**src/rtl/cnot_unwind_engine.sv**
```systemverilog
// Reversible state engine: applies fan-out CNOTs to a state register, logs each op
// on a LIFO stack, and unwinds the most recent N ops on request.
module cnot_unwind_engine #(
   parameter int WIDTH = 4,
   parameter int DEPTH = 8,
   parameter int IDXW  = 2,
   parameter int CNTW  = 4
) (
   input  logic             clk,
   input  logic             rst,
   input  logic             load_valid,
   input  logic [WIDTH-1:0] load_data,
   input  logic             op_valid,
   output logic             op_ready,
   input  logic [IDXW-1:0]  op_ctrl,
   input  logic [WIDTH-1:0] op_mask,
   input  logic             undo_req,
   input  logic [CNTW-1:0]  undo_count,
   output logic             busy,
   output logic             done,
   output logic [WIDTH-1:0] state_out,
   output logic [CNTW-1:0]  depth,
   output logic             overflow
);
   localparam int PW = CNTW - 1;
   localparam logic [1:0] S_IDLE   = 2'd0;
   localparam logic [1:0] S_UNWIND = 2'd1;
   localparam logic [1:0] S_DONE   = 2'd2;

   logic [1:0]       r_fsm;
   logic [WIDTH-1:0] r_state;
   logic [CNTW-1:0]  r_depth;
   logic [CNTW-1:0]  r_rem;
   logic             r_overflow;
   logic [IDXW-1:0]  r_stk_ctrl [DEPTH];
   logic [WIDTH-1:0] r_stk_mask [DEPTH];

   logic             w_full;
   logic [CNTW-1:0]  w_n;
   logic [PW-1:0]    w_push_idx;
   logic [PW-1:0]    w_pop_idx;
   logic [WIDTH-1:0] w_eff_mask;

   // The control bit is cleared from the mask, which makes every op self-inverse.
   function automatic logic [WIDTH-1:0] f_apply(input logic [WIDTH-1:0] s,
                                                input logic [IDXW-1:0]  c,
                                                input logic [WIDTH-1:0] m);
      logic [WIDTH-1:0] mm;
      mm    = m;
      mm[c] = 1'b0;
      return s ^ (mm & {WIDTH{s[c]}});
   endfunction

   assign w_full     = (r_depth == CNTW'(DEPTH));
   assign w_n        = (undo_count < r_depth) ? undo_count : r_depth;
   assign w_push_idx = r_depth[PW-1:0];
   assign w_pop_idx  = w_push_idx - PW'(1);

   always_comb begin
      w_eff_mask          = op_mask;
      w_eff_mask[op_ctrl] = 1'b0;
   end

   assign op_ready  = (r_fsm == S_IDLE) && !w_full && !load_valid && !undo_req;
   assign busy      = (r_fsm == S_UNWIND);
   assign done      = (r_fsm == S_DONE);
   assign state_out = r_state;
   assign depth     = r_depth;
   assign overflow  = r_overflow;

   always_ff @(posedge clk) begin
      if (rst) begin
         r_fsm      <= S_IDLE;
         r_state    <= '0;
         r_depth    <= '0;
         r_rem      <= '0;
         r_overflow <= 1'b0;
      end else begin
         case (r_fsm)
            S_IDLE: begin
               if (load_valid) begin
                  r_state <= load_data;
                  r_depth <= '0;
               end else if (undo_req) begin
                  r_rem <= w_n;
                  r_fsm <= (w_n == '0) ? S_DONE : S_UNWIND;
               end else if (op_valid) begin
                  if (w_full) begin
                     r_overflow <= 1'b1;
                  end else begin
                     r_state <= f_apply(r_state, op_ctrl, op_mask);
                     r_depth <= r_depth + CNTW'(1);
                  end
               end
            end
            S_UNWIND: begin
               r_state <= f_apply(r_state, r_stk_ctrl[w_pop_idx], r_stk_mask[w_pop_idx]);
               r_depth <= r_depth - CNTW'(1);
               r_rem   <= r_rem - CNTW'(1);
               if (r_rem == CNTW'(1)) r_fsm <= S_DONE;
            end
            S_DONE:  r_fsm <= S_IDLE;
            default: r_fsm <= S_IDLE;
         endcase
      end
   end

   // Stack storage needs no reset: entries above depth are never read.
   always_ff @(posedge clk) begin
      if (!rst && op_valid && op_ready) begin
         r_stk_ctrl[w_push_idx] <= op_ctrl;
         r_stk_mask[w_push_idx] <= w_eff_mask;
      end
   end
endmodule

```
**config.mk**
```make
export PLATFORM = sky130hd
export DESIGN_NAME = cnot_unwind_engine
export DESIGN_NICKNAME = d
export VERILOG_FILES = /design/src/rtl/cnot_unwind_engine.sv
export SDC_FILE = /design/constraint.sdc
export NUM_CORES = 1
export LEC_CHECK = 0
export CORE_ASPECT_RATIO = 0.7
export CORE_MARGIN = 4
export CORE_UTILIZATION = 50
export CTS_CLUSTER_SIZE = 16
export DETAILED_ROUTE_END_ITERATION = 10
export PLACE_DENSITY_LB_ADDON = 0.1
export SLEW_MARGIN = 25
export SYNTH_ARGS = -nofsm -noshare
export SYNTH_HDL_FRONTEND = slang
export SYNTH_SLANG_ARGS = --single-unit
```
**constraint.sdc**
```tcl
create_clock -name clk -period 7.6 [get_ports clk]
set_clock_uncertainty 0.05 [all_clocks]
set_input_delay 0.76 -clock clk [delete_from_list [all_inputs] [get_ports clk]]
set_output_delay 0.76 -clock clk [all_outputs]
set_load 0.03 [all_outputs]
```
* Word-level counts from Yosys, hierarchy flattened
Memories as Yosys holds them, arrays and structs flattened. Index checks and enable logic that the tools add are counted.
Operators by class: $lt $le $gt $ge 5, $add $sub $neg 4, bitwise gates (word level) 10, muxes and demuxes 29, eq/ne operators 10, reduce and logical (&&, ||, !) cells 18
Operators with widths (count):
- $mux W4 | 11
- $pmux W4 S2 | 3
- $and A4 B4 Y4 | 4
- $ne A3 B3 Y1 const B | 3
- $mux W2 | 4
- $not A4 Y4 | 2
- $sub A4 B1 Y4 const B | 2
- $xor A4 B4 Y4 | 2
- $logic_and A1 B1 Y1 | 7
- $lt A2 B3 Y1 const B | 2
- $mux W1 | 6
- $reduce_and A3 Y1 | 2
- $reduce_and A5 Y1 | 1
- $add A4 B1 Y4 const B | 1
- $bmux W1 S2 | 2
- $demux W1 S2 | 2
- $eq A4 B1 Y1 const B | 1
- $eq A4 B4 Y1 const B | 1
- $ge A2 B1 Y1 const B | 2
- $logic_not A1 Y1 | 4
- $logic_not A4 Y1 | 1
- $lt A4 B4 Y1 | 1
- $ne A2 B2 Y1 const B | 2
- $pmux W2 S2 | 1
- other kinds (8) | 9
Storage, ports and cells: register bits after elaboration 15, memories 2, output and inout bits 12, logic and storage cells 83, RAM bits 48
Memories:
- r_stk_mask | words 8, width 4, rd ports 1, clocked after Yosys merged registers in 0, wr ports 1, RTL line 36 | logic [WIDTH-1:0] r_stk_mask [DEPTH];
- r_stk_ctrl | words 8, width 2, rd ports 1, clocked after Yosys merged registers in 0, wr ports 1, RTL line 35 | logic [IDXW-1:0] r_stk_ctrl [DEPTH];

* Longest topological paths before layout
Gate-level depths: netlist of the first run.
word-level depth 13, mapped depth 12

* Worst setup path before layout of the first run
No wires, ideal clock.
kind register to register, from register r_depth[0], in the netlist depth[0], to register r_state[1], in the netlist state_out[1], setup slack 4.556 ns, data arrival time 2.860 ns, required time 7.416 ns, clock period less this slack 3.044 ns, setup time 0.134 ns, cell stages (with the launch flop) 12, path buffers 2, cell sequence dfxtp_1 buf_6 buf_2 inv_1 ha_1 xor2_4 mux2i_4 mux2i_1 mux2i_4 and3b_1 o21ai_1 a211oi_2
Between the ends: word-level cells in the longest chain between the ends 11
Ends and longest elaborated chain:
- start: declaration | RTL line 32 | logic [CNTW-1:0] r_depth;
- start signal: assignment | RTL line 92 | r_depth <= r_depth + CNTW'(1);
- start signal: assignment | RTL line 98 | r_depth <= r_depth - CNTW'(1);
- $sub A3 B1 Y3 | RTL line 57 | assign w_pop_idx = w_push_idx - PW'(1);
- $mem_v2 Z8 W2
- $lt A2 B3 Y1 (not written as such) / $ge A2 B1 Y1 (equally long branches) | RTL line 50 | mm[c] = 1'b0;
- $logic_and A1 B1 Y1 (not written as such) | RTL line 50
- $mux W1 (not written as such) | RTL line 50
- $demux W1 S2 | RTL line 50
- $not A4 Y4 (no source line)
- $and A4 B4 Y4 (no source line)
- $and A4 B4 Y4 | RTL line 51 | return s ^ (mm & {WIDTH{s[c]}});
- $xor A4 B4 Y4 | RTL line 51
- $pmux W4 S2 | RTL line 79 | case (r_fsm)
- end signal: assignment | RTL line 82 | r_state <= load_data;
- end signal: assignment | RTL line 91 | r_state <= f_apply(r_state, op_ctrl, op_mask);
- end signal: assignment | RTL line 97 | r_state <= f_apply(r_state, r_stk_ctrl[w_pop_idx], r_stk_mask[w_pop_idx]);
- end: declaration | RTL line 31 | logic [WIDTH-1:0] r_state;
Parallel ways exist; a longest one is shown, timed or not. The select of a mux whose other input is x is not followed. A chain may end at the register's enable or synchronous reset.

* Worst setup path after layout of the first run
from input load_valid, to output op_ready
Between the ends: word-level cells in the longest chain between the ends 3
Ends and longest elaborated chain:
- start: declaration | RTL line 11 | input logic load_valid,
- $logic_not A1 Y1 | RTL line 64 | assign op_ready = (r_fsm == S_IDLE) && !w_full && !load_valid && !undo_req;
- $logic_and A1 B1 Y1 (2 in series) | RTL line 64
- end: declaration | RTL line 14 | output logic op_ready,
No other way between the ends.

==> flow_summary.rst, run 1 <==
.. list-table::
   :header-rows: 1

   * - Metric
     - Value
   * - Outcome
     - completed
   * - Final-report hold violation count
     - 0
   * - Antenna diode instance count
     - 0
   * - Clock Sink Count
     - 63
   * - Dominant cell type by area after synthesis
     - sky130_fd_sc_hd__edfxtp_1
   * - Sort of element at the end of the critical path
     - output pin
   * - Max Transition Viols Final
     - 0
   * - Pin count of the biggest net entering global routing
     - 22
   * - Worst-case vdd ir drop
     - 0.000136 V
   * - Async SR Flop Fraction
     - 0%
   * - Main combinational cell family by area after synthesis
     - multiplexers
   * - Area Growth Syn to Fin
     - 17.6%
   * - Worst setup path startpoint
     - load_valid
   * - Mean instance size in the synthesized netlist
     - 12.7 um2
   * - Kind of start point of the critical path
     - input pin
   * - Initial antenna violation count
     - 0
   * - Wire length of the first global-routing pass
     - 10.9 mm
   * - Worst r2r src
     - depth[0]
   * - Crit Path Max Fanout
     - 7
   * - Setup Crit Path Kind
     - in -> out
   * - Setup violators final
     - 0
   * - Iteration count of the initial detailed-routing pass
     - 4
   * - Maximum root-to-sink buffer count
     - 2
   * - Root Driver
     - sky130_fd_sc_hd__clkbuf_8
   * - Net total in the final layout
     - 310
   * - Area after DPL
     - 3560 um2
   * - Count of state elements after synthesis
     - 63
   * - Data required time at the worst endpoint
     - 6790 ps
   * - Number of synthesis warnings
     - 0
   * - Final routed DRC violation total
     - 0
   * - Cts bufs inserted
     - 9
   * - Floorplan row count
     - 24
   * - Post-CTS setup-driven buffer insertion count
     - 0
   * - Worst path arrival time
     - 2600 ps
   * - Total detailed-routing wirelength
     - 6.96 mm
   * - Power density normalized to cell area
     - 280 nW/um2
   * - Final Power
     - 0.00105 W
   * - Routed length per instance
     - 19.0 um
   * - Die width
     - 104 um
   * - Top FF cell, synth
     - sky130_fd_sc_hd__edfxtp_1
   * - Ratio of final minimum period to clock period
     - 44.9%
   * - H-tree levels
     - 3
   * - Dominant cells by area after synthesis
     - sky130_fd_sc_hd__edfxtp_1 (45%), sky130_fd_sc_hd__dfxtp_1 (9.4%), sky130_fd_sc_hd__mux4_2 (7.1%), sky130_fd_sc_hd__nor2_1 (3.3%), sky130_fd_sc_hd__ha_1 (2.7%)
   * - Class of the tightest hold or removal check
     - reg -> reg
   * - Adder-cell share of the synthesized area
     - 2.74%
   * - Count of instances resized after the clock tree is built
     - 0
   * - Seq/Total Area, Yosys
     - 54.5%
   * - Worst slew pin tran
     - 977 ps
   * - Floorplan die area
     - 7750 um2
   * - Share of layout cells above drive strength 1
     - 12.8%
   * - Setup TNS
     - 0 ps
   * - Max Cap Violations
     - 0
   * - Routed vias/inst
     - 5.90
   * - Count of input and output buffers
     - 30
   * - Worst slew margin relative to its limit
     - 34.3%
   * - Via count
     - 2164
   * - Fmax achieved
     - 0.293 GHz
   * - Later-pin clock latency in the skew report
     - 340 ps
   * - Post-synth design cell area
     - 3190 um2
   * - Number of enable flip-flop cells after synthesis
     - 48
   * - Detailed-placement wirelength estimate
     - 4.98 mm
   * - Height of the die
     - 74.9 um
   * - Unrepaired setup endpoints after global routing
     - false
   * - Worst min-delay path startpoint
     - overflow
   * - Weighted congestion at the end of routability-driven global placement
     - 0.764
   * - Core Box Area
     - 6220 um2
   * - Hold-fix buffers, CTS
     - 0
   * - Clock-pin transition on the worst setup and hold timing paths
     - 70 ps
   * - Total global-route track usage
     - 18.8%
   * - Number of nets with antenna violations after detailed routing
     - 0
   * - Overflow left after global routing
     - 0
   * - Standby leakage power
     - 1.25 nW
   * - Simple-gate share of the synthesized area
     - 10.6%
   * - Via count of the first global-routing pass
     - 1991
   * - Initial core utilization
     - 51.4%
   * - Iteration-0 DRC count of the detailed router
     - 186
   * - Xor-xnor portion of the synthesized cell area
     - 2.51%
   * - Synthesized net count
     - 277
   * - Number of distinct library cells after synthesis
     - 48
   * - # IOs
     - 31
   * - Area fraction of the dominant cell type after synthesis
     - 45.1%
   * - Post-synthesis compound-gate area fraction
     - 11.6%
   * - Final Critical Period
     - 3410 ps
   * - Post-route standard cell area excluding fillers
     - 3750 um2
   * - Multiplexer fraction of the synthesized cell area
     - 14.9%
   * - Clock tree from TritonCTS
     - yes
   * - Cells after synthesis
     - 251
## final timing paths
path,to,depth (start not counted),slack [ps]
max reg2reg,state_out[1],9,4240
max,op_ready,5,4190
min reg2reg,overflow,2,440
min,overflow,2,440
## cells by family after synthesis
group / count (synthesis)
XOR/XNOR: 7
AO/OA/AOI/OAI: 52
buffers and inverters: 24
adder cells (fa/ha/maj): 7
flip-flops: 63
AND/OR/NAND/NOR: 72
multiplexers: 26
## through the flow
stage	std cells	util [%]	setup slack (ps)	hold slack [ps]
after floorplan	251	-	4560	432
after global placement	351	57.2	3940	406
after detailed placement	351	57.2	3830	414
after CTS	367	60.4	3730	436
after global routing	367	60.4	3940	457
final	367	60.4	4190	438
## Yosys cell counts (all sizes together), types with 3 or more instances
cell and number:
dfxtp 15, mux4 13, o21ai 9, nand2 14
mux2i 11, clkbuf 7, nor3 9, a211oi 5
inv 15, edfxtp 48, xnor2 5, nand2b 5
o32ai 3, ha 7, or3 4, a21boi 3
a21oi 11, nor2 28, a221oi 7, a22oi 3
nand3b 3
## worst max-delay path: stages
cell and delay (ps):
sky130_fd_sc_hd__clkdlybuf4s50_1 520, sky130_fd_sc_hd__or3_1 370, sky130_fd_sc_hd__nand2b_1 170, sky130_fd_sc_hd__nor2_1 90, sky130_fd_sc_hd__clkdlybuf4s50_1 680
## cells in the final DEF, fill, tap and decap left out, drive strengths merged, types with 10 or more instances in the layout
cell type      synthesis  routed
nand2                 14      14
mux2i                 11      11
clkdlybuf4s50          0      30
mux4                  13      13
clkbuf                 7      10
inv                   15      16
edfxtp                48      48
a21oi                 11      11
nor2                  28      28
dfxtp                 15      15
## power breakdown
group / internal (W) / total [W] / leakage [nW] / switching [W]
clock network: 0.000153 / 0.000286 / 0.0891 / 0.000134
registers: 0.000388 / 0.000426 / 0.557 / 0.0000379
logic: 0.000153 / 0.000340 / 0.608 / 0.000186
## layout make-up
type                    instances  area, um2
clock buffers                  10        128
clock inverters                 6       70.1
fillers                       485       2460
inverters                      15       56.3
multi-input cells             164       1350
flip-flops and latches         63       1740
well taps                      78       97.6
repair buffers                 31        308
## sequential cells by signal (all words and copies together) (netlist names)
| name | flops |
|---|---|
| r_stk_mask | 32 |
| r_stk_ctrl | 16 |
| depth | 4 |
| r_rem | 4 |
| state_out | 4 |
| r_fsm | 2 |
| overflow | 1 |
## per-layer routing
layer  GRT usage (%)  vias up  wire [um]
li1                -     1029          -
met1            28.9     1047       3510
met2            25.4       76       2810
met3            5.48       12        546
met4            6.64        0        100
met5               0        -          0
Note: power is estimated with default switching activity, not from simulation.
==> run 2, diff against run 1 <==
==> constraint.sdc (replaced) <==
create_clock -name clk -period 3.1 [get_ports clk]
set_clock_uncertainty 0.05 [all_clocks]
set_input_delay 0.31 -clock clk [delete_from_list [all_inputs] [get_ports clk]]
set_output_delay 0.31 -clock clk [all_outputs]
set_load 0.03 [all_outputs]
==> run 2 against run 1 <==
Against the previous run:
- total power is 150% higher
- critical path depth is 4 higher
- global-route usage is 1.8 points higher
- final cell count is 3.8% higher
==> flow_summary.rst, run 2 (synthesized netlist as in run 1, its figures left out) <==
.. list-table::
   :header-rows: 1

   * - Metric
     - Value
   * - Clock-pin transition on the worst setup and hold timing paths
     - 70 ps
   * - Ratio of final minimum period to clock period
     - 91.3%
   * - Cts bufs inserted
     - 9
   * - Crit-path max cell delay
     - 490 ps
   * - Area Growth Syn to Fin
     - 20.6%
   * - Weighted congestion at the end of routability-driven global placement
     - 0.812
   * - PnR worst setup slack
     - 270 ps
   * - Count of input and output buffers
     - 30
   * - Wire length of the first global-routing pass
     - 11.9 mm
   * - Max Transition Viols Final
     - 0
   * - Number of flip-flops in the largest register
     - 32
   * - Iteration-0 DRC count of the detailed router
     - 138
   * - Data required time at the worst endpoint
     - 3300 ps
   * - Overflow left after global routing
     - 0
   * - Antenna diode instance count
     - 0
   * - Placement Setup Slack
     - 312 ps
   * - Total detailed-routing wirelength
     - 7.44 mm
   * - Max Cap Violations
     - 0
   * - Via count of the first global-routing pass
     - 2177
   * - Die width
     - 104 um
   * - Worst path slowest cell
     - sky130_fd_sc_hd__dfxtp_1
   * - Root Driver
     - sky130_fd_sc_hd__clkbuf_8
   * - Largest registers in the final layout
     - r_stk_mask: 32 flops, r_stk_ctrl: 16 flops
   * - Clock tree from TritonCTS
     - yes
   * - Core Box Area
     - 6220 um2
   * - # IOs
     - 31
   * - Worst-case vdd ir drop
     - 0.000255 V
   * - Power density normalized to cell area
     - 672 nW/um2
   * - Later-pin clock latency in the skew report
     - 340 ps
   * - Clock Sink Count
     - 63
   * - Sum of buffers and inverters on the critical path
     - 1
   * - Floorplan die area
     - 7750 um2
   * - Core utilization of the finished layout
     - 61.9%
   * - Hold-fix buffers, CTS
     - 0
   * - Standby leakage power
     - 1.32 nW
   * - Floorplan row count
     - 24
   * - Worst slew pin tran
     - 776 ps
   * - Routed vias/inst
     - 5.92
   * - Pin count of the biggest net entering global routing
     - 21
   * - Commonest non-fill, non-tap cells in the layout
     - sky130_fd_sc_hd__edfxtp_1 (48), sky130_fd_sc_hd__clkdlybuf4s50_1 (30), sky130_fd_sc_hd__nor2_1 (28)
   * - Setup Crit Path Kind
     - reg -> reg
   * - Family with the most delay on the worst path
     - multiplexers
   * - Net total in the final layout
     - 324
   * - Detailed-placement wirelength estimate
     - 5.43 mm
   * - Fillcell total
     - 523
   * - Crit Path Max Fanout
     - 9
   * - Iteration count of the initial detailed-routing pass
     - 5
   * - Setup TNS
     - 0 ps
   * - Final routed DRC violation total
     - 0
   * - Most frequent cell on the critical path
     - sky130_fd_sc_hd__mux2i_4
   * - Commonest non-fill, non-tap cell in the layout
     - sky130_fd_sc_hd__edfxtp_1
   * - Setup violators final
     - 0
   * - Share of layout cells above drive strength 1
     - 16.2%
   * - Cell breakdown of the critical path
     - inv_1 -> ha_1 -> mux4_2 -> mux2i_4 -> mux2i_1 -> mux2i_4 -> o211ai_2 -> xor2_1 -> o41ai_2
   * - Number of nets with antenna violations after detailed routing
     - 0
   * - Unrepaired setup endpoints after global routing
     - false
   * - H-tree levels
     - 3
   * - Via count
     - 2254
   * - Fmax achieved
     - 0.353 GHz
   * - Kind of start point of the critical path
     - flop
   * - Worst slew margin relative to its limit
     - 47.8%
   * - Count of instances resized after the clock tree is built
     - 0
   * - Final Critical Period
     - 2830 ps
   * - Maximum root-to-sink buffer count
     - 2
   * - Worst path arrival time
     - 3030 ps
   * - Routed length per instance
     - 19.5 um
   * - Class of the tightest hold or removal check
     - reg -> reg
   * - Sort of element at the end of the critical path
     - flop
   * - Final-report hold violation count
     - 0
   * - Outcome
     - completed
   * - Most flops, register
     - r_stk_mask
   * - Initial antenna violation count
     - 0
   * - Height of the die
     - 74.9 um
   * - Total global-route track usage
     - 20.6%
   * - Post-CTS setup-driven buffer insertion count
     - 0
   * - Initial core utilization
     - 51.4%
run 2: changes by cell type in the layout (fill, tap and decap cells not counted):
cell                       previous run  this run
sky130_fd_sc_hd__clkinv_1             0         1
sky130_fd_sc_hd__buf_4                1        15
sky130_fd_sc_hd__clkinv_4             1         0
sky130_fd_sc_hd__a21boi_0             1         2
sky130_fd_sc_hd__clkinv_2             0         1
sky130_fd_sc_hd__dfxtp_1             14        15
sky130_fd_sc_hd__dfxtp_2              1         0
sky130_fd_sc_hd__inv_6                1         0
sky130_fd_sc_hd__a21boi_1             2         1
run 2: metrics by stage:
stage,std cells,hold slack (ps),power (W),instance area (um2)
2_1_floorplan,251,354,0.00167,3190
3_3_place_gp,365,407,0.00190,3660
3_5_place_dp,365,415,0.00192,3660
4_1_cts,381,443,0.00261,3850
5_1_grt,381,459,0.00274,3850
6_report,381,437,0.00259,3850
run 2: path summary, 6_finish.rpt:
| kind | start | to | slack, ps | depth (start not counted) |
|---|---|---|---|---|
| worst max register to register | depth[1] | state_out[3] | 270 | 9 |
| worst min-delay path | overflow | overflow | 440 | 2 |
| worst min register to register | overflow | overflow | 440 | 2 |
| worst max-delay path | depth[1] | state_out[3] | 270 | 9 |
run 2: report_power, final:
part           internal, W  total [W]  switching (W)  leakage [nW]
combinational     0.000393   0.000876       0.000483         0.681
sequential        0.000951    0.00103      0.0000763         0.557
clock             0.000367   0.000683       0.000316        0.0859
total              0.00171    0.00259       0.000875          1.32
run 2: metal layers:
| metal | GRT usage (%) | wire length [um] |
|---|---|---|
| met5 | 0 | 0 |
| met4 | 5.75 | 25 |
| met3 | 5.74 | 565 |
| met2 | 30.8 | 3210 |
| met1 | 30.0 | 3640 |
run 2: tightest hold or removal path: stages (launching register included):
cell	delay (ps)
sky130_fd_sc_hd__dfxtp_1	330
sky130_fd_sc_hd__nor2_1	50
sky130_fd_sc_hd__nor2_1	70
run 2: layout make-up:
type	count	area [um2]	share of cell area, %
clock buffers	10	128	3.31
inverters	15	56.3	1.46
well taps	78	97.6	2.53
clock inverters	6	61.3	1.59
multi-input cells	164	1350	35.1
flip-flops and latches	63	1740	45.2
repair buffers	45	413	10.7
